File: src/rtl/unidade_controle_mc_pkg.sv
// Shared state codes, opcode/funct values and datapath select encodings
// for the multicycle control unit.
package controle_pkg;

  typedef enum logic [5:0] {
    S_FETCH     = 6'd0,
    S_WAIT      = 6'd1,
    S_IR_WRITE  = 6'd2,
    S_DECODE    = 6'd3,
    S_R_EXEC    = 6'd4,
    S_R_WB      = 6'd5,
    S_ADDI_EXEC = 6'd6,
    S_ADDI_WB   = 6'd7,
    S_ADDR      = 6'd8,
    S_LOAD_RD   = 6'd9,
    S_LOAD_WB   = 6'd10,
    S_STORE     = 6'd11,
    S_BEQ       = 6'd12,
    S_BNE       = 6'd13,
    S_LUI       = 6'd14,
    S_JUMP      = 6'd15,
    S_NOP       = 6'd16,
    S_EXC_OP    = 6'd17,
    S_EXC_OVF   = 6'd18,
    S_BREAK     = 6'd19
  } state_t;

  localparam logic [5:0] OP_RTYPE = 6'h00;
  localparam logic [5:0] OP_J     = 6'h02;
  localparam logic [5:0] OP_BEQ   = 6'h04;
  localparam logic [5:0] OP_BNE   = 6'h05;
  localparam logic [5:0] OP_ADDI  = 6'h08;
  localparam logic [5:0] OP_LUI   = 6'h0f;
  localparam logic [5:0] OP_LW    = 6'h23;
  localparam logic [5:0] OP_SW    = 6'h2b;

  localparam logic [5:0] FN_NOP   = 6'h00;
  localparam logic [5:0] FN_BREAK = 6'h0d;
  localparam logic [5:0] FN_ADD   = 6'h20;
  localparam logic [5:0] FN_SUB   = 6'h22;

  localparam logic [1:0] PC_SRC_ALU    = 2'b00;
  localparam logic [1:0] PC_SRC_ALUOUT = 2'b01;
  localparam logic [1:0] PC_SRC_JUMP   = 2'b10;
  localparam logic [1:0] PC_SRC_EXC    = 2'b11;

  localparam logic [1:0] ALUB_B      = 2'b00;
  localparam logic [1:0] ALUB_4      = 2'b01;
  localparam logic [1:0] ALUB_IMM    = 2'b10;
  localparam logic [1:0] ALUB_IMM_SH = 2'b11;

  localparam logic [1:0] ALUOP_ADD   = 2'b00;
  localparam logic [1:0] ALUOP_SUB   = 2'b01;
  localparam logic [1:0] ALUOP_FUNCT = 2'b10;

  localparam logic [1:0] M2R_ALUOUT = 2'b00;
  localparam logic [1:0] M2R_MDR    = 2'b01;
  localparam logic [1:0] M2R_LUI    = 2'b10;

  localparam logic CAUSA_OPCODE = 1'b0;
  localparam logic CAUSA_OVF    = 1'b1;

  function automatic state_t decode_next(input logic [5:0] op, input logic [5:0] fn);
    state_t nxt;
    nxt = S_EXC_OP;
    case (op)
      OP_RTYPE: begin
        if (fn == FN_BREAK)    nxt = S_BREAK;
        else if (fn == FN_NOP) nxt = S_NOP;
        else                   nxt = S_R_EXEC;
      end
      OP_J:          nxt = S_JUMP;
      OP_BEQ:        nxt = S_BEQ;
      OP_BNE:        nxt = S_BNE;
      OP_ADDI:       nxt = S_ADDI_EXEC;
      OP_LUI:        nxt = S_LUI;
      OP_LW, OP_SW:  nxt = S_ADDR;
      default:       nxt = S_EXC_OP;
    endcase
    return nxt;
  endfunction

  // States whose exit to FETCH marks a successfully completed instruction.
  function automatic logic retires(input state_t s);
    logic r;
    case (s)
      S_R_WB, S_ADDI_WB, S_LOAD_WB, S_STORE, S_BEQ,
      S_BNE, S_LUI, S_JUMP, S_NOP: r = 1'b1;
      default:                     r = 1'b0;
    endcase
    return r;
  endfunction

endpackage

File: src/rtl/unidade_controle_mc_wait.sv
// Memory wait counter: runs while start is held, cleared otherwise;
// done once MEM_LATENCY cycles have elapsed since start first rose.
module mem_wait_counter #(
  parameter int MEM_LATENCY = 1
) (
  input  logic clock,
  input  logic reset,
  input  logic start,
  output logic done
);

  logic [3:0] cnt_q;
  logic [3:0] cnt_d;

  assign done = (cnt_q == 4'(MEM_LATENCY));

  always_comb begin
    cnt_d = cnt_q;
    if (!start)     cnt_d = '0;
    else if (!done) cnt_d = cnt_q + 4'd1;
  end

  always_ff @(posedge clock) begin
    if (reset) cnt_q <= '0;
    else       cnt_q <= cnt_d;
  end

endmodule

File: src/rtl/unidade_controle_mc.sv
// Multicycle MIPS-subset control FSM with configurable memory latency,
// precise exceptions (EPC/cause) and a retired-instruction counter.
module unidade_controle_mc
  import controle_pkg::*;
#(
  parameter int MEM_LATENCY = 1,
  parameter int CNT_W       = 32
) (
  input  logic             clock,
  input  logic             reset,
  input  logic [5:0]       OPcode,
  input  logic [5:0]       funct,
  input  logic             Overflow,
  output logic             EscreveMem,
  output logic             EscrevePC,
  output logic             EscrevePCCondEQ,
  output logic             EscrevePCCondNE,
  output logic [1:0]       OrigPC,
  output logic             RegDst,
  output logic             EscreveReg,
  output logic [1:0]       MemparaReg,
  output logic             IouD,
  output logic             EscreveIR,
  output logic             EscreveMDR,
  output logic             EscreveAluOut,
  output logic             OrigAALU,
  output logic [1:0]       OrigBALU,
  output logic [1:0]       OpALU,
  output logic             EscreveEPC,
  output logic             Causa,
  output logic             Halted,
  output logic [CNT_W-1:0] RetiredCount,
  output logic [5:0]       State
);

  state_t           state_q, state_d;
  logic [CNT_W-1:0] retired_q, retired_d;
  logic             wait_start;
  logic             wait_done;

  // FETCH is the request cycle, so it counts as the first elapsed cycle of WAIT.
  mem_wait_counter #(.MEM_LATENCY(MEM_LATENCY)) u_wait (
    .clock (clock),
    .reset (reset),
    .start (wait_start),
    .done  (wait_done)
  );

  always_ff @(posedge clock) begin
    if (reset) begin
      state_q   <= S_FETCH;
      retired_q <= '0;
    end else begin
      state_q   <= state_d;
      retired_q <= retired_d;
    end
  end

  always_comb begin
    state_d    = state_q;
    wait_start = 1'b0;
    retired_d  = retires(state_q) ? retired_q + CNT_W'(1) : retired_q;
    case (state_q)
      S_FETCH: begin
        wait_start = 1'b1;
        state_d    = wait_done ? S_IR_WRITE : S_WAIT;
      end
      S_WAIT: begin
        wait_start = 1'b1;
        if (wait_done) state_d = S_IR_WRITE;
      end
      S_IR_WRITE:  state_d = S_DECODE;
      S_DECODE:    state_d = decode_next(OPcode, funct);
      S_R_EXEC:    state_d = (Overflow && (funct == FN_ADD || funct == FN_SUB)) ? S_EXC_OVF : S_R_WB;
      S_ADDI_EXEC: state_d = Overflow ? S_EXC_OVF : S_ADDI_WB;
      S_ADDR:      state_d = (OPcode == OP_LW) ? S_LOAD_RD : S_STORE;
      S_LOAD_RD: begin
        wait_start = 1'b1;
        if (wait_done) state_d = S_LOAD_WB;
      end
      S_BREAK:     state_d = S_BREAK;
      default:     state_d = S_FETCH;
    endcase
  end

  always_comb begin
    EscreveMem      = 1'b0;
    EscrevePC       = 1'b0;
    EscrevePCCondEQ = 1'b0;
    EscrevePCCondNE = 1'b0;
    OrigPC          = PC_SRC_ALU;
    RegDst          = 1'b0;
    EscreveReg      = 1'b0;
    MemparaReg      = M2R_ALUOUT;
    IouD            = 1'b0;
    EscreveIR       = 1'b0;
    EscreveMDR      = 1'b0;
    EscreveAluOut   = 1'b0;
    OrigAALU        = 1'b0;
    OrigBALU        = ALUB_B;
    OpALU           = ALUOP_ADD;
    EscreveEPC      = 1'b0;
    Causa           = CAUSA_OPCODE;
    Halted          = 1'b0;
    case (state_q)
      S_IR_WRITE: begin
        EscreveIR = 1'b1;
        EscrevePC = 1'b1;
        OrigBALU  = ALUB_4;
        OpALU     = ALUOP_ADD;
        OrigPC    = PC_SRC_ALU;
      end
      S_DECODE: begin
        OrigBALU      = ALUB_IMM_SH;
        EscreveAluOut = 1'b1;
      end
      S_R_EXEC: begin
        OrigAALU      = 1'b1;
        OrigBALU      = ALUB_B;
        OpALU         = ALUOP_FUNCT;
        EscreveAluOut = 1'b1;
      end
      S_R_WB: begin
        RegDst     = 1'b1;
        EscreveReg = 1'b1;
        MemparaReg = M2R_ALUOUT;
      end
      S_ADDI_EXEC, S_ADDR: begin
        OrigAALU      = 1'b1;
        OrigBALU      = ALUB_IMM;
        EscreveAluOut = 1'b1;
      end
      S_ADDI_WB: EscreveReg = 1'b1;
      // MDR captures only once the data has arrived, on the final wait cycle.
      S_LOAD_RD: begin
        IouD       = 1'b1;
        EscreveMDR = wait_done;
      end
      S_LOAD_WB: begin
        MemparaReg = M2R_MDR;
        EscreveReg = 1'b1;
      end
      S_STORE: begin
        IouD       = 1'b1;
        EscreveMem = 1'b1;
      end
      S_BEQ, S_BNE: begin
        OrigAALU        = 1'b1;
        OrigBALU        = ALUB_B;
        OpALU           = ALUOP_SUB;
        OrigPC          = PC_SRC_ALUOUT;
        EscrevePCCondEQ = (state_q == S_BEQ);
        EscrevePCCondNE = (state_q == S_BNE);
      end
      S_LUI: begin
        MemparaReg = M2R_LUI;
        EscreveReg = 1'b1;
      end
      S_JUMP: begin
        OrigPC    = PC_SRC_JUMP;
        EscrevePC = 1'b1;
      end
      // PC already advanced by 4, so PC-4 recovers the faulting address.
      S_EXC_OP, S_EXC_OVF: begin
        EscreveEPC = 1'b1;
        OrigBALU   = ALUB_4;
        OpALU      = ALUOP_SUB;
        Causa      = (state_q == S_EXC_OVF) ? CAUSA_OVF : CAUSA_OPCODE;
        OrigPC     = PC_SRC_EXC;
        EscrevePC  = 1'b1;
      end
      S_BREAK: Halted = 1'b1;
      default: ;
    endcase
  end

  assign RetiredCount = retired_q;
  assign State        = state_q;

endmodule

File: config.mk
export PLATFORM = sky130hd
export DESIGN_NAME = unidade_controle_mc
export DESIGN_NICKNAME = d
export VERILOG_FILES = /design/src/rtl/unidade_controle_mc_pkg.sv /design/src/rtl/unidade_controle_mc_wait.sv /design/src/rtl/unidade_controle_mc.sv
export SDC_FILE = /design/constraint.sdc
export NUM_CORES = 1
export LEC_CHECK = 0
export CORE_AREA = 2 2 78 80
export CTS_CLUSTER_DIAMETER = 120
export DETAILED_ROUTE_END_ITERATION = 8
export DIE_AREA = 0 0 80 82
export PLACE_DENSITY = 0.81
export SLEW_MARGIN = 0
export SYNTH_ARGS = -nofsm -noshare
export SYNTH_HDL_FRONTEND = slang
export SYNTH_HIERARCHICAL = 1
export SYNTH_SLANG_ARGS = --single-unit
File: constraint.sdc
create_clock -name clock -period 6.1 [get_ports clock]
set_clock_uncertainty 0.05 [all_clocks]
set_input_delay 1.22 -clock clock [delete_from_list [all_inputs] [get_ports clock]]
set_output_delay 1.22 -clock clock [all_outputs]
set_load 0.005 [all_outputs]
Word-level counts from Yosys, hierarchy flattened
Memory sizes are Yosys's and may differ from the RTL's. A register that Yosys moved wholly into a read port is not among the register bits. Index checks and enable logic that the tools add are counted.

Add/sub/neg operators: 2. Equal/unequal tests: 31. Mux-type cells: 33. Bitwise gates (word level): 1. Reduce and logical (&&, ||, !) cells: 19.

Operator list (number): equality test 6 x 4 -> 1 bit, second input constant (11); one-hot mux 6 bit (9 select lines) (1); one-hot mux 6 bit (7 select lines) (1); equality test 6 x 3 -> 1 bit, second input constant (6); adder 32 x 1 -> 32 bit, second input constant (1); 2-to-1 mux 5 bit (6); equality test 6 bit, second input constant (4); equality test 6 x 2 -> 1 bit, second input constant (3); equality test 6 x 5 -> 1 bit, second input constant (3); zero test 6 bit (3); 2-to-1 mux 1 bit (17); OR reduction 4 bit (4); 2-to-1 mux 6 bit (2); one-hot mux 2 bit (3 select lines) (2); OR reduction 2 bit (6); one-hot mux 2 bit (2 select lines) (2); equality test 6 x 1 -> 1 bit, second input constant (1); OR reduction 3 bit (2); OR reduction 5 bit (1); adder 4 x 1 -> 4 bit, second input constant (1); equality test 4 x 1 -> 1 bit, second input constant (1); 2-to-1 mux 2 bit (2); inequality test 2 bit, second input constant (2); AND reduction 2 bit (1); other kinds (3) (3).

Bits in registers: 42. Memory bits (read-only): 32. Input port bits: 15. Output and inout port bits: 60. Logic and storage cells: 90. Memories: 1.

Memory list: (no name shown) (depth 32, bits a word 1, read ports 1, clocked after Yosys merged registers in 1, wr ports 0, line unidade_controle_mc_pkg.sv:86) `case (s)`.

Longest topological paths before layout
Gate-level depths: netlist of run 1.

Depth in word-level cells: 7. Depth in mapped cells: 9. Mapped depth without buffers: 9.

Modules after synthesis
The synthesis of run 1 kept the hierarchy.

Modules (own cells, without submodules): unidade_controle_mc (instances 1, cells each 312, area each 2332.2 µm², sequential area each 760.7 µm²); mem_wait_counter (instances 1, cells each 21, area each 215.2 µm², sequential area each 80.1 µm²).

Worst setup path before layout of run 1
Ideal clock, no wire load.

Path kind: input to register. Start point: input OPcode[0]. End point: register with a tool-made name. Setup time: 0.122 ns. Data arrival time: 2.715 ns. Required time: 5.928 ns. Path slack: 3.213 ns. Stages: 7. Path buffers: 1. Cell sequence: clkbuf_1 > nor4_1 > a21oi_1 > a21o_1 > a211oi_1 > nor2_1 > a311o_1.

RTL lines: start, declared (line unidade_controle_mc.sv:11) `input logic [5:0] OPcode,`.

Final worst setup path of run 1
Start point: register state_q[2], in the netlist State[2]. End point: output EscreveAluOut.

Word-level cells in the longest chain between the ends: 3. Elaborated cells on any way between the ends: 6. Those cells by class: eq/ne: 4; mux: 1; reduce/logical: 1.

RTL lines: start, declared (line unidade_controle_mc.sv:36) `state_t state_q, state_d;`; start signal, assigned (line unidade_controle_mc.sv:54) `state_q <= state_d;`; equality test 6 x 3 -> 1 bit, or another cell as far along (line unidade_controle_mc.sv:105) `case (state_q)`; OR reduction 4 bit (no line) (*); 2-to-1 mux 1 bit (*) (line unidade_controle_mc.sv:105); end, declared (line unidade_controle_mc.sv:25) `output logic EscreveAluOut,`.

Every way passes the cells marked *; elsewhere a longest branch is shown, timed or not.

==> metrics.txt, run 1 <==
PD cells 215.1 nW/um2; number of flops mapped to enable cells by yosys 0; min Tclk post-route 3739 ps; DRT iter0 DRCs 193; Setup TNS Final 0 ps; TritonCTS clock tree built; vias per cell 5.356; largest net degree at the start of global routing 40; YS warnings 6; R2R Path End u_wait/cnt_q[3]$_SDFFE_PP0P_; GP Congestion 0.8192; share of cells above drive strength 1 4.282%; RSZ-0062 raised after global routing false; async set-reset flop share out of synthesis 0%; register area share after synthesis 33.01%; Wirelength per Cell 13.13 um; core area 5746 um2; DR pass1 iterations 4; Final Max Tran Viols 0; Tot Pwr 0.7292 mW; final hold violation count 0; total number of vias 2,528; CTS Hold Buffers Added 0; Post-Syn Area 2547 um2; Unique masters post-synth 57; Congestion Overflow GR 0; Area Growth Syn to Fin 33.10%; die height 82 um; sequential cell area 840.8 um2; worst rel slew slack 23.43%; # port buffers 73; Worst Setup Start Kind register; initial antenna violation count 0; vias in the first global route 2,239; syn nets 351; die area 6560 um2; # fillers 554; Seq cells post-synth 42; DRT antenna net count 0; WP data required 4830 ps; Pleak 1.193 nW; r2r setup slk 3550 ps; overall die width 80 um; kind of critical path register to primary output; H-tree depth 2; final layout net count 414; first-pass GRT wire length 10,230 um; largest cells by area after synthesis dfxtp_1 (33%), xor2_1 (7.9%), nor2_1 (7.8%); r2r worst-path depth 4; Slew @ Worst Pin 1120 ps; maxcap violations 0; Arr. time, crit path 2470 ps; clock buffer count from CTS 5; Starting Density 44.34%; worst skew pair latency 300 ps; post-CTS setup buffer count 0; final instance area 3391 um2; Hold Crit Class register to register; Core Rows 28; final setup fails 0; Root Driver clkbuf_8; I/O pin cnt 75; top-area cell type share of the netlist area 33.01%; Tot GR Track Use 19.24%; Crit. End Element primary output; area occupied by multi-input gates 1583 um2; syn avg cell area 7.650 um2; DRC 0; Critical Path Fanout Max 16; fin crit share 61.30%; Hold Path Sink RetiredCount[7]$_SDFFE_PP0P_; worst vdd ir 0.0001627 V; top_reg_cell synth dfxtp_1; HPWL after DPL 4588 um; Clock transition at path regs 80 ps; most common cell in the netlist nor2_1; antenna cells 0; clk buf depth 2; Synth Instances 333; Area after DPL 3301 um2; critical hold path startpoint RetiredCount[7]$_SDFFE_PP0P_; Hold WS 463.1 ps; outcome completed; Resized cells post-CTS 0; CTS sink cnt 42; Peak Freq 267.4 MHz; reg2reg start State[0]$_SDFFE_PP0P_; cell accounting for the most synthesized area dfxtp_1; hold depth 2; most common library cells after synthesis nor2_1 (53), dfxtp_1 (42), nand2_1 (24), xor2_1 (23), nor3_1 (17); DRT Wirelength 6199 um
[registers in the layout, indices dropped and copies added, names as in the netlist, named ones only]
signal / cells
RetiredCount: 32
State: 5
u_wait/cnt_q: 4
[through the flow]
stage,std cells,util [%],worst slack (ps)
after floorplan,333,-,3213
after global placement,464,57.45,2680
after CTS,472,59.02,2417
final,472,59.02,2361
after global routing,472,59.02,2150
after detailed placement,464,57.45,2579
[worst max-delay path, cell delays in order, from the launching register on]
cell	delay, ps
dfxtp_1	640
nor2b_1	490
nand2_1	90
o21ai_0	90
a21oi_1	100
o21ai_0	210
clkdlybuf4s50_1	540
[report_power, final]
group	switching [mW]	leakage [nW]	internal, mW	total, mW
Clock	0.0961	0.0441	0.0803	0.176
Sequential	0.0376	0.339	0.288	0.326
Combinational	0.116	0.810	0.111	0.227
Total	0.250	1.19	0.479	0.729
[kinds of logic after synthesis]
logic type                 share of synthesized area [%]
AOI/OAI and AO/OA                                  12.48
xor gates and xnor gates                           10.31
adders and majority gates                          1.474
buffers and inverters                              4.862
DFF                                                33.01
muxes                                              1.572
other                                             0.1472
and+or+nand+nor                                    36.15
[cell type report]
cell class              count  share of cell area, %
repair buffers             74                  21.77
well taps                  75                  2.768
clock buffers               5                  2.030
inverters                  12                  1.328
flip-flops and latches     42                  24.80
multi-input cells         261                  46.68
clock inverters             3                 0.6273
[layout by cell type (no fill, tap or decap), types with 3 or more instances in the layout]
master,Yosys,layout
and2_1,6,6
and4_1,6,6
or3_1,4,4
nor2_1,53,53
clkdlybuf4s50_1,0,73
o21ai_0,13,13
a21oi_1,12,12
dfxtp_1,42,42
nand3_1,16,16
inv_1,12,12
or2_2,3,3
nand2b_1,6,6
nand2_1,24,24
a31oi_1,3,3
ha_1,3,3
nor3_1,17,17
xor2_1,23,23
nand3b_1,4,4
nor4_1,5,5
and3_1,3,3
xnor2_1,7,7
mux2i_1,4,4
nor2b_1,3,3
clkbuf_8,0,5
nand4_1,7,7
[worst max-delay path by stage]
stage                           from             to  slack, ps  cells past startpoint
2_1_floorplan              OPcode[0]       register       3210                      7
3_3_place_gp               OPcode[0]       register       2680                      7
3_5_place_dp               OPcode[2]       register       2580                      7
4_1_cts        State[2]$_SDFFE_PP0P_  EscreveAluOut       2420                      6
5_1_grt        State[2]$_SDFFE_PP0P_  EscreveAluOut       2150                      6
6_report       State[2]$_SDFFE_PP0P_  EscreveAluOut       2360                      6
[layer usage]
layer | share of wire, % | global-route usage (%) | routed length, um
met5 | 0 | 0 | 0
met4 | 1.4 | 6.271 | 87
met3 | 4.1 | 2.857 | 255
met2 | 47 | 30.92 | 2894
met1 | 48 | 26.55 | 2961
Note: power is estimated with default switching activity, not from simulation.
==> run 2: changes to the inputs <==
==> constraint.sdc (replaced) <==
create_clock -name clock -period 3.7 [get_ports clock]
set_clock_uncertainty 0.05 [all_clocks]
set_input_delay 0.74 -clock clock [delete_from_list [all_inputs] [get_ports clock]]
set_output_delay 0.74 -clock clock [all_outputs]
set_load 0.005 [all_outputs]
==> run 2 against run 1 <==
Non-clock buffer count up 1. Sequential share of layout area fell by 0.064 points. Combinational power up 65%. Die area stayed put. Utilization increased by 0.15 points. Sequential cell count unchanged. Critical path type unchanged. Largest cell class unchanged. Highest routed layer unchanged.
==> metrics.txt, run 2 (synthesized netlist as in run 1, its figures left out) <==
largest net degree at the start of global routing 39 (-2.5%); core area 5746 um2 (unchanged); post-CTS setup buffer count 0 (unchanged); initial antenna violation count 0 (unchanged); clock power share 24.8% (+0.6 points); worst rel slew slack 26.49% (+3.1 points); Setup TNS Final 0 ps (unchanged); clk buf depth 2 (unchanged); CTS Hold Buffers Added 0 (unchanged); Slew @ Worst Pin 1075 ps (-44.74 ps); DRT Wirelength 6297 um (+1.6%); Resized cells post-CTS 0 (unchanged); Place WS 677.6 ps (-1902 ps); # port buffers 73 (unchanged); PnR worst setup slack 549.3 ps (-1811 ps); fin crit share 85.15%; maxcap violations 0 (unchanged); Starting Density 44.34% (unchanged); # fillers 544 (-1.8%); Wirelength per Cell 13.31 um (+1.4%); Critical Path Fanout Max 16 (unchanged); outcome completed; vias in the first global route 2,173 (-2.9%); overall die width 80 um (unchanged); CTS sink cnt 42 (unchanged); Tot GR Track Use 19.05% (-0.19 points); Peak Freq 317.4 MHz; met1 WL 2961 um (unchanged); vias per cell 5.427 (+1.3%); Sw Pwr 0.4019 mW (+61%); Congestion Overflow GR 0 (unchanged); antenna cells 0 (unchanged); die height 82 um (unchanged); Hold Path Sink RetiredCount[11]$_SDFFE_PP0P_; Crit. End Element primary output; Tot Pwr 1.211 mW (+66%); top layer in use met4; min Tclk post-route 3151 ps; Hold WS 466.5 ps (+3.426 ps); r2r worst-path depth 6 (+2); critical hold path startpoint RetiredCount[11]$_SDFFE_PP0P_; Core Rows 28 (unchanged); switching share of total power 33.20% (-1.1 points); total number of vias 2,567 (+1.5%); max FFs per register 32 (unchanged); DRT iter0 DRCs 204 (+5.7%); metal2 WL 2977 um (+2.9%); TritonCTS clock tree built; most frequent cells in the layout clkdlybuf4s50_1 (73), nor2_1 (53), dfxtp_1 (42), nand2_1 (24), xor2_1 (23); Worst path max stage delay 660 ps (+20 ps); worst-path cell chain nor2b_1 > nand2_1 > o21ai_0 > a21oi_1 > o21ai_0 > clkdlybuf4s50_1; share of cells above drive strength 1 4.271% (-0.011 points); commonest non-fill, non-tap cell in the layout clkdlybuf4s50_1; kind of critical path register to primary output; H-tree depth 2 (unchanged); Comb pwr share 31.0% (about the same); first-pass GRT wire length 10,120 um (-1.1%); hold depth 2 (unchanged); DR WL met3 321 um (+26%); DR pass1 iterations 4 (unchanged); WP data required 2910 ps (-1920 ps); Worst path slowest cell dfxtp_1; Root Driver clkbuf_8; Area Growth Syn to Fin 33.45%; Final Max Tran Viols 0 (unchanged); reg2reg start State[1]$_SDFFE_PP0P_; Clock transition at path regs 70 ps (about the same); Arr. time, crit path 2360 ps (-110 ps); final hold violation count 0 (unchanged); Pleak 1.203 nW (+0.80%); Sequential Power Share 44.2% (-0.5 points); final setup fails 0 (unchanged); Internal 0.8089 mW (+69%); I/O pin cnt 75 (unchanged); worst vdd ir 0.0002682 V (+65%); RSZ-0062 raised after global routing false; Worst Setup Start Kind register; final layout net count 415 (+0.24%); worst skew pair latency 290 ps (about the same); DRT antenna net count 0 (unchanged); Hold Crit Class register to register; clock buffer count from CTS 5 (unchanged); DRC 0 (unchanged); die area 6560 um2 (unchanged); HPWL after DPL 4582 um (-0.14%); GP Congestion 0.8106 (-1.0%); r2r setup slk 1170 ps (-2380 ps); most frequent CP cell o21ai_0; PD cells 356.2 nW/um2 (+66%)
-- run 2: final cells by class --
type / count / area, um2 / area share, %
clock buffers: 7 / 86.33 / 2.540
multi-input cells: 261 / 1583 / 46.56
inverters: 12 / 45.04 / 1.325
well taps: 75 / 93.84 / 2.760
clock inverters: 1 / 5.005 / 0.1472
flip-flops and latches: 42 / 840.8 / 24.73
repair buffers: 75 / 745.7 / 21.94
-- run 2: critical path, delay by kind of cell, from the launching register on --
kind / cells / cell delay, ps
compound gates: 3 / 350
flops: 1 / 660
simple gates: 2 / 550
buf+inv: 1 / 510
-- run 2: through the flow --
| step | cells | utilization, % | area (um2) |
|---|---|---|---|
| 2_1_floorplan | 333 | - | 2547 |
| 3_3_place_gp | 465 | 57.58 | 3308 |
| 3_5_place_dp | 465 | 57.58 | 3308 |
| 4_1_cts | 473 | 59.17 | 3400 |
| 5_1_grt | 473 | 59.17 | 3400 |
| 6_report | 473 | 59.17 | 3400 |
-- run 2: worst max path at each step --
stage	startpoint	endpoint	slack, ps	cells after the start
after CTS	State[2]$_SDFFE_PP0P_	EscreveAluOut	570	6
final	State[2]$_SDFFE_PP0P_	EscreveAluOut	550	6
after global routing	State[2]$_SDFFE_PP0P_	EscreveAluOut	400	6
after floorplan	OPcode[0]	register	1290	7
after global placement	OPcode[0]	register	780	7
after detailed placement	OPcode[2]	register	680	7
-- run 2: power groups by stage --
stage	Clock, mW	Sequential [mW]	Combinational (mW)
after floorplan	0	0.506	0.276
after global placement	0	0.542	0.364
after detailed placement	0	0.545	0.371
after CTS	0.308	0.534	0.372
after global routing	0.321	0.542	0.418
final	0.300	0.535	0.375
-- run 2: routing by layer --
layer / up-vias / track usage (%)
li1: 1299 / -
met3: 6 / 2.967
met5: - / 0
met1: 1185 / 26.28
met2: 77 / 31.00
met4: 0 / 5.254
